===== config.mk =====
export PLATFORM = sky130hd
export DESIGN_NAME = spi_master
export DESIGN_NICKNAME = d
export VERILOG_FILES = /design/src/rtl/spi_master.sv
export SDC_FILE = /design/constraint.sdc
export NUM_CORES = 1
export LEC_CHECK = 0
export CAP_MARGIN = 30
export CELL_PAD_IN_SITES_DETAIL_PLACEMENT = 0
export CELL_PAD_IN_SITES_GLOBAL_PLACEMENT = 2
export CORE_MARGIN = 2
export CORE_UTILIZATION = 33
export CTS_BUF_LIST = sky130_fd_sc_hd__clkbuf_8
export DETAILED_ROUTE_END_ITERATION = 7
export PLACE_DENSITY_LB_ADDON = 0.1
export SYNTH_ARGS = -nofsm -noshare
export SYNTH_HDL_FRONTEND = slang
export SYNTH_SLANG_ARGS = --single-unit

===== constraint.sdc =====
create_clock -name i_Clk -period 1.9 [get_ports i_Clk]
set_input_delay 0.475 -clock i_Clk [delete_from_list [all_inputs] [get_ports i_Clk]]
set_output_delay 0.475 -clock i_Clk [all_outputs]
set_load 0.01 [all_outputs]

===== src/rtl/spi_master.sv =====
// rtl/spi_master.sv - single-byte full-duplex SPI master
// Optional chip-select output o_SPI_CS_n is compiled in with `define SPI_MASTER_CS_EN.
module spi_master #(
    parameter int SPI_MODE          = 0,
    parameter int LSB_FIRST         = 0,
    parameter int CLKS_PER_HALF_BIT = 2
) (
    input  logic       i_Clk,
    input  logic       i_Rst,
    input  logic [7:0] i_TX_Byte,
    input  logic       i_TX_DV,
    output logic       o_TX_Ready,
    output logic       o_RX_DV,
    output logic [7:0] o_RX_Byte,
    output logic       o_SPI_Clk,
    input  logic       i_SPI_MISO,
    output logic       o_SPI_MOSI
`ifdef SPI_MASTER_CS_EN
    ,
    output logic       o_SPI_CS_n
`endif
);

    localparam logic CPOL = ((SPI_MODE & 2) != 0);
    localparam logic CPHA = ((SPI_MODE & 1) != 0);
    localparam int HW = $clog2(CLKS_PER_HALF_BIT);
    localparam logic [HW-1:0] HALF_LAST = HW'(CLKS_PER_HALF_BIT - 1);
    localparam logic [4:0] EDGES_TOTAL = 5'd16;

    typedef enum logic {
        IDLE,
        BUSY
    } state_t;

    state_t state;
    state_t state_next;

    logic [HW-1:0] half_cnt;
    logic [4:0]    edge_cnt;
    logic [2:0]    bit_idx;
    logic [7:0]    tx_reg;
    logic [7:0]    rx_shift;

    logic accept;
    logic done;
    logic sclk_edge;
    logic leading;
    logic trailing;
    logic sample;
    logic shift_out;

    // Transfer-order index i maps to byte bit i (LSB first) or 7-i (MSB first).
    function automatic logic pick(input logic [7:0] b, input logic [2:0] i);
        return (LSB_FIRST != 0) ? b[i] : b[~i];
    endfunction

    // edge_cnt holds the number of SCLK edges already produced, so an even
    // count means the edge about to be registered is a leading one.
    assign accept    = (state == IDLE) && i_TX_DV;
    assign done      = (state == BUSY) && (edge_cnt == EDGES_TOTAL);
    assign sclk_edge = (state == BUSY) && (half_cnt == HALF_LAST) && !done;
    assign leading   = sclk_edge && !edge_cnt[0];
    assign trailing  = sclk_edge && edge_cnt[0];
    assign sample    = CPHA ? trailing : leading;
    assign shift_out = CPHA ? leading : (trailing && (edge_cnt != 5'd15));

    always_ff @(posedge i_Clk) begin
        if (i_Rst) begin
            state <= IDLE;
        end else begin
            state <= state_next;
        end
    end

    always_comb begin
        state_next = state;
        o_TX_Ready = 1'b0;
        case (state)
            IDLE: begin
                o_TX_Ready = 1'b1;
                if (i_TX_DV) begin
                    state_next = BUSY;
                end
            end
            BUSY: begin
                if (done) begin
                    state_next = IDLE;
                end
            end
            default: state_next = IDLE;
        endcase
    end

    always_ff @(posedge i_Clk) begin
        if (i_Rst) begin
            o_SPI_Clk  <= CPOL;
            o_SPI_MOSI <= 1'b0;
            o_RX_DV    <= 1'b0;
            o_RX_Byte  <= 8'h00;
            half_cnt   <= '0;
            edge_cnt   <= 5'd0;
            bit_idx    <= 3'd0;
            tx_reg     <= 8'h00;
            rx_shift   <= 8'h00;
        end else begin
            o_RX_DV <= 1'b0;
            if (accept) begin
                tx_reg    <= i_TX_Byte;
                half_cnt  <= HW'(1);
                edge_cnt  <= 5'd0;
                o_SPI_Clk <= CPOL;
                rx_shift  <= 8'h00;
                // CPHA=0 must present the first bit before the first leading edge.
                if (!CPHA) begin
                    o_SPI_MOSI <= pick(i_TX_Byte, 3'd0);
                    bit_idx    <= 3'd1;
                end else begin
                    bit_idx    <= 3'd0;
                end
            end else if (done) begin
                o_RX_Byte <= rx_shift;
                o_RX_DV   <= 1'b1;
            end else if (state == BUSY) begin
                half_cnt <= (half_cnt == HALF_LAST) ? '0 : half_cnt + HW'(1);
                if (sclk_edge) begin
                    o_SPI_Clk <= ~o_SPI_Clk;
                    edge_cnt  <= edge_cnt + 5'd1;
                end
                if (sample) begin
                    rx_shift <= (LSB_FIRST != 0) ? {i_SPI_MISO, rx_shift[7:1]}
                                                 : {rx_shift[6:0], i_SPI_MISO};
                end
                if (shift_out) begin
                    o_SPI_MOSI <= pick(tx_reg, bit_idx);
                    bit_idx    <= bit_idx + 3'd1;
                end
            end
        end
    end

`ifdef SPI_MASTER_CS_EN
    // Busy spans exactly cycles 1..16N, so chip select is the inverse of busy.
    assign o_SPI_CS_n = o_TX_Ready;
`endif

endmodule


==> reports/qor.csv <==
metric;value;unit
outcome;finished, final reports clean;
top_reg_cell synth;dfxtp_1;
Hold Fails Final Rpt;0;
Worst Setup Start Kind;flop;
synthesized cell area;0.00154;mm2
reg2reg end;o_SPI_MOSI$_SDFFE_PP0P_;
Non-Filler Instances;248;
Max Fanout on Critical Path;5;
Critical Path RT;2.06;ns
CTS Sinks;37;
number of max-cap violations;0;
DRT Wirelength;3.12;mm
Die H;72.3;um
DR vias/cell;4.83;
Seq/Total Area, Yosys;48.2;%
initial cell density of the core;34.8;%
Routed Antenna Nets;0;
largest family of logic cells by synthesized area;simple AND/OR/NAND/NOR gates;
cts repair resizes;0;
Placed Instance Area;0.00183;mm2
Top Ports;24;
deepest clock path buffer count;2;
Routed wire per std cell;12.6;um
total iterations of the first detailed-routing run;4;
GRT overflow;0;
compound-gate portion of the synthesized area;9.28;%
Util after Layout;44.1;%
Final Setup Violations;0;
FF-to-FF Start;edge_cnt[0]$_SDFFE_PP0P_;
Yosys cell types;34;
gpl congestion;0.755;
ys async rst share;0;%
sum of negative setup slack;0;ns
DR iter-0 viols;44;
input/output buffers;23;
Post-Syn Nets;184;
Root Buffer;clkbuf_8;
postcts setup bufs;0;
Synth Instances;168;
max-slew violations;0;
vias;1197;
Worst R2R Path Depth;7;
Hold Path End;o_RX_Byte[7]$_SDFFE_PP0P_;
EDFF count, synth;0;
max_slew headroom;76.9;%
Worst Path Arrival;1.89;ns
Detailed Place HPWL;2.33;mm
period utilization;90.9;%
placed cells;240;
CTS Buf Count;5;
R2R Setup Slk;0.17;ns
crit path kind;reg2reg;
Layout area overhead;26.5;%
H-tree levels;2;
Filler cells;453;
hold_buf cts;0;
Synth warnings;0;
fin area;0.00195;mm2
XOR/XNOR share of the synthesized area;2.85;%
CP endpoint kind;flop;
final-stage net count;211;
RSZ-0062 raised after global routing;false;
Synth Area in Adders;3.25;%
core box area;0.00441;mm2
Simple-Gate Fraction of Synth Area;22.9;%
Max Clk Rate;579;MHz
power per cell area;849;mW/mm2
antenna diode count;0;
residual DRC count;0;
clk_skew;0.00501;ns
Yosys reg bits;37;
CTS tree;built;
CTS clk-pin slew, worst paths;0.07;ns
Die Area;0.00522;mm2
Tot GR Track Use;13.5;%
share of cells above drive strength 1;10.7;%
minimum clock period;1.73;ns
global-route wire length before repair;5.51;mm
Rows;24;
Worst Max-Slew Pin Slew;0.345;ns
worst vdd ir;0.352;mV
Worst Hold Depth;2;
average cell area after synthesis;9.15;um2
largest net degree at the start of global routing;22;
number of global-route vias before repair;1202;
Worst Hold Class;reg2reg;
mux contribution to synthesized area;8.62;%
hold path start;o_RX_Byte[7]$_SDFFE_PP0P_;
initial antenna violation count;0;
Clk Latency, worst-skew pair;0.28;ns
LEAKAGE;0.000743;uW
die extent in x;72.3;um
[cell families (layout without fill, tap and decap cells)]
logic type,after synthesis,in the layout
and+or+nand+nor,69,69
DFF,37,37
AOI/OAI and AO/OA,26,26
buffers and inverters,15,43
muxes,12,12
xor gates and xnor gates,5,5
adders and majority gates,4,4
[stage by stage]
| stage | power [uW] | hold WS, ns | worst slack [ns] |
|---|---|---|---|
| final | 1650 | 0.454 | 0.173 |
| after global placement | 983 | 0.443 | 0.133 |
| after detailed placement | 987 | 0.448 | 0.125 |
| after CTS | 1680 | 0.459 | 0.152 |
| after global routing | 1720 | 0.479 | 0.0395 |
| after floorplan | 923 | 0.432 | 0.314 |
[power breakdown]
part,leakage [uW],switching [uW],internal (uW),total [uW]
Sequential,0.000300,18.1,796,815
Clock,0.0000626,264,422,686
Combinational,0.000380,76.8,74.3,151
Total,0.000743,359,1290,1650
[placed cells by master, fill, tap and decap left out, drive strengths merged]
cell type      Yosys  final
nand3              8      8
xor2               2      2
and4bb             1      1
nand3b             2      2
buf                8      7
xnor2              3      3
o21ai              1      1
clkbuf             2      6
clkdlybuf4s50      0     23
nand2b             3      3
o21a               1      1
a211o              1      1
nor2b              2      2
nor3b              1      1
a21oi             20     20
nand4bb            1      1
mux2i             11     11
bufinv             0      1
ha                 4      4
nand4              3      3
and2               1      1
mux4               1      1
nor2              17     17
inv                5      6
a211oi             2      2
nor3               1      1
o22ai              1      1
dfxtp             37     37
and3               1      1
nand2             27     27
nand4b             1      1
[critical path, cell delays in order (launching register included)]
cell	delay [ns]
dfxtp_1	0.35
ha_1	0.22
and3_1	0.18
ha_1	0.16
nand4b_1	0.25
nor2_2	0.22
o21a_1	0.16
o22ai_1	0.07
[cells in the mapped netlist (all sizes together), types with 2 or more instances]
cell type	n	area, um2
xnor2	3	26.3
a211oi	2	15.0
nor2b	2	12.5
nand2b	3	18.8
inv	5	18.8
clkbuf	2	7.51
mux2i	11	110
a21oi	20	100
xor2	2	17.5
nand3	8	40.0
nand2	27	104
nor2	17	66.3
nand3b	2	15.0
dfxtp	37	741
buf	8	48.8
ha	4	50.1
nand4	3	18.8
[final cells by class]
cell class	count	area [um2]	area share (%)
well taps	52	65.1	3.34
flip-flops and latches	37	741	38.1
clock inverters	2	33.8	1.74
clock buffers	6	82.6	4.24
multi-input cells	116	722	37.1
repair buffers	30	283	14.5
inverters	5	18.8	0.965
[worst max path at each step]
stage,startpoint,to,slack (ns),depth (start not counted)
5_1_grt,edge_cnt[0]$_SDFFE_PP0P_,o_SPI_MOSI$_SDFFE_PP0P_,0.04,7
3_3_place_gp,i_TX_DV,o_SPI_MOSI$_SDFFE_PP0P_,0.13,5
3_5_place_dp,i_TX_DV,o_SPI_MOSI$_SDFFE_PP0P_,0.13,5
2_1_floorplan,edge_cnt[0]$_SDFFE_PP0P_,bit_idx[0]$_SDFFE_PP0P_,0.31,7
6_report,edge_cnt[0]$_SDFFE_PP0P_,o_SPI_MOSI$_SDFFE_PP0P_,0.17,7
4_1_cts,edge_cnt[0]$_SDFFE_PP0P_,o_SPI_MOSI$_SDFFE_PP0P_,0.15,7
[routing by layer]
| metal | vias up | share of wire (%) | global-route usage (%) |
|---|---|---|---|
| met5 | - | 0 | 0 |
| met4 | 0 | 0.96 | 6.29 |
| met3 | 4 | 3.8 | 3.06 |
| met2 | 21 | 43 | 21.3 |
| met1 | 549 | 52 | 17.6 |
| li1 | 623 | - | - |
Power figures use the tool's default switching activity.
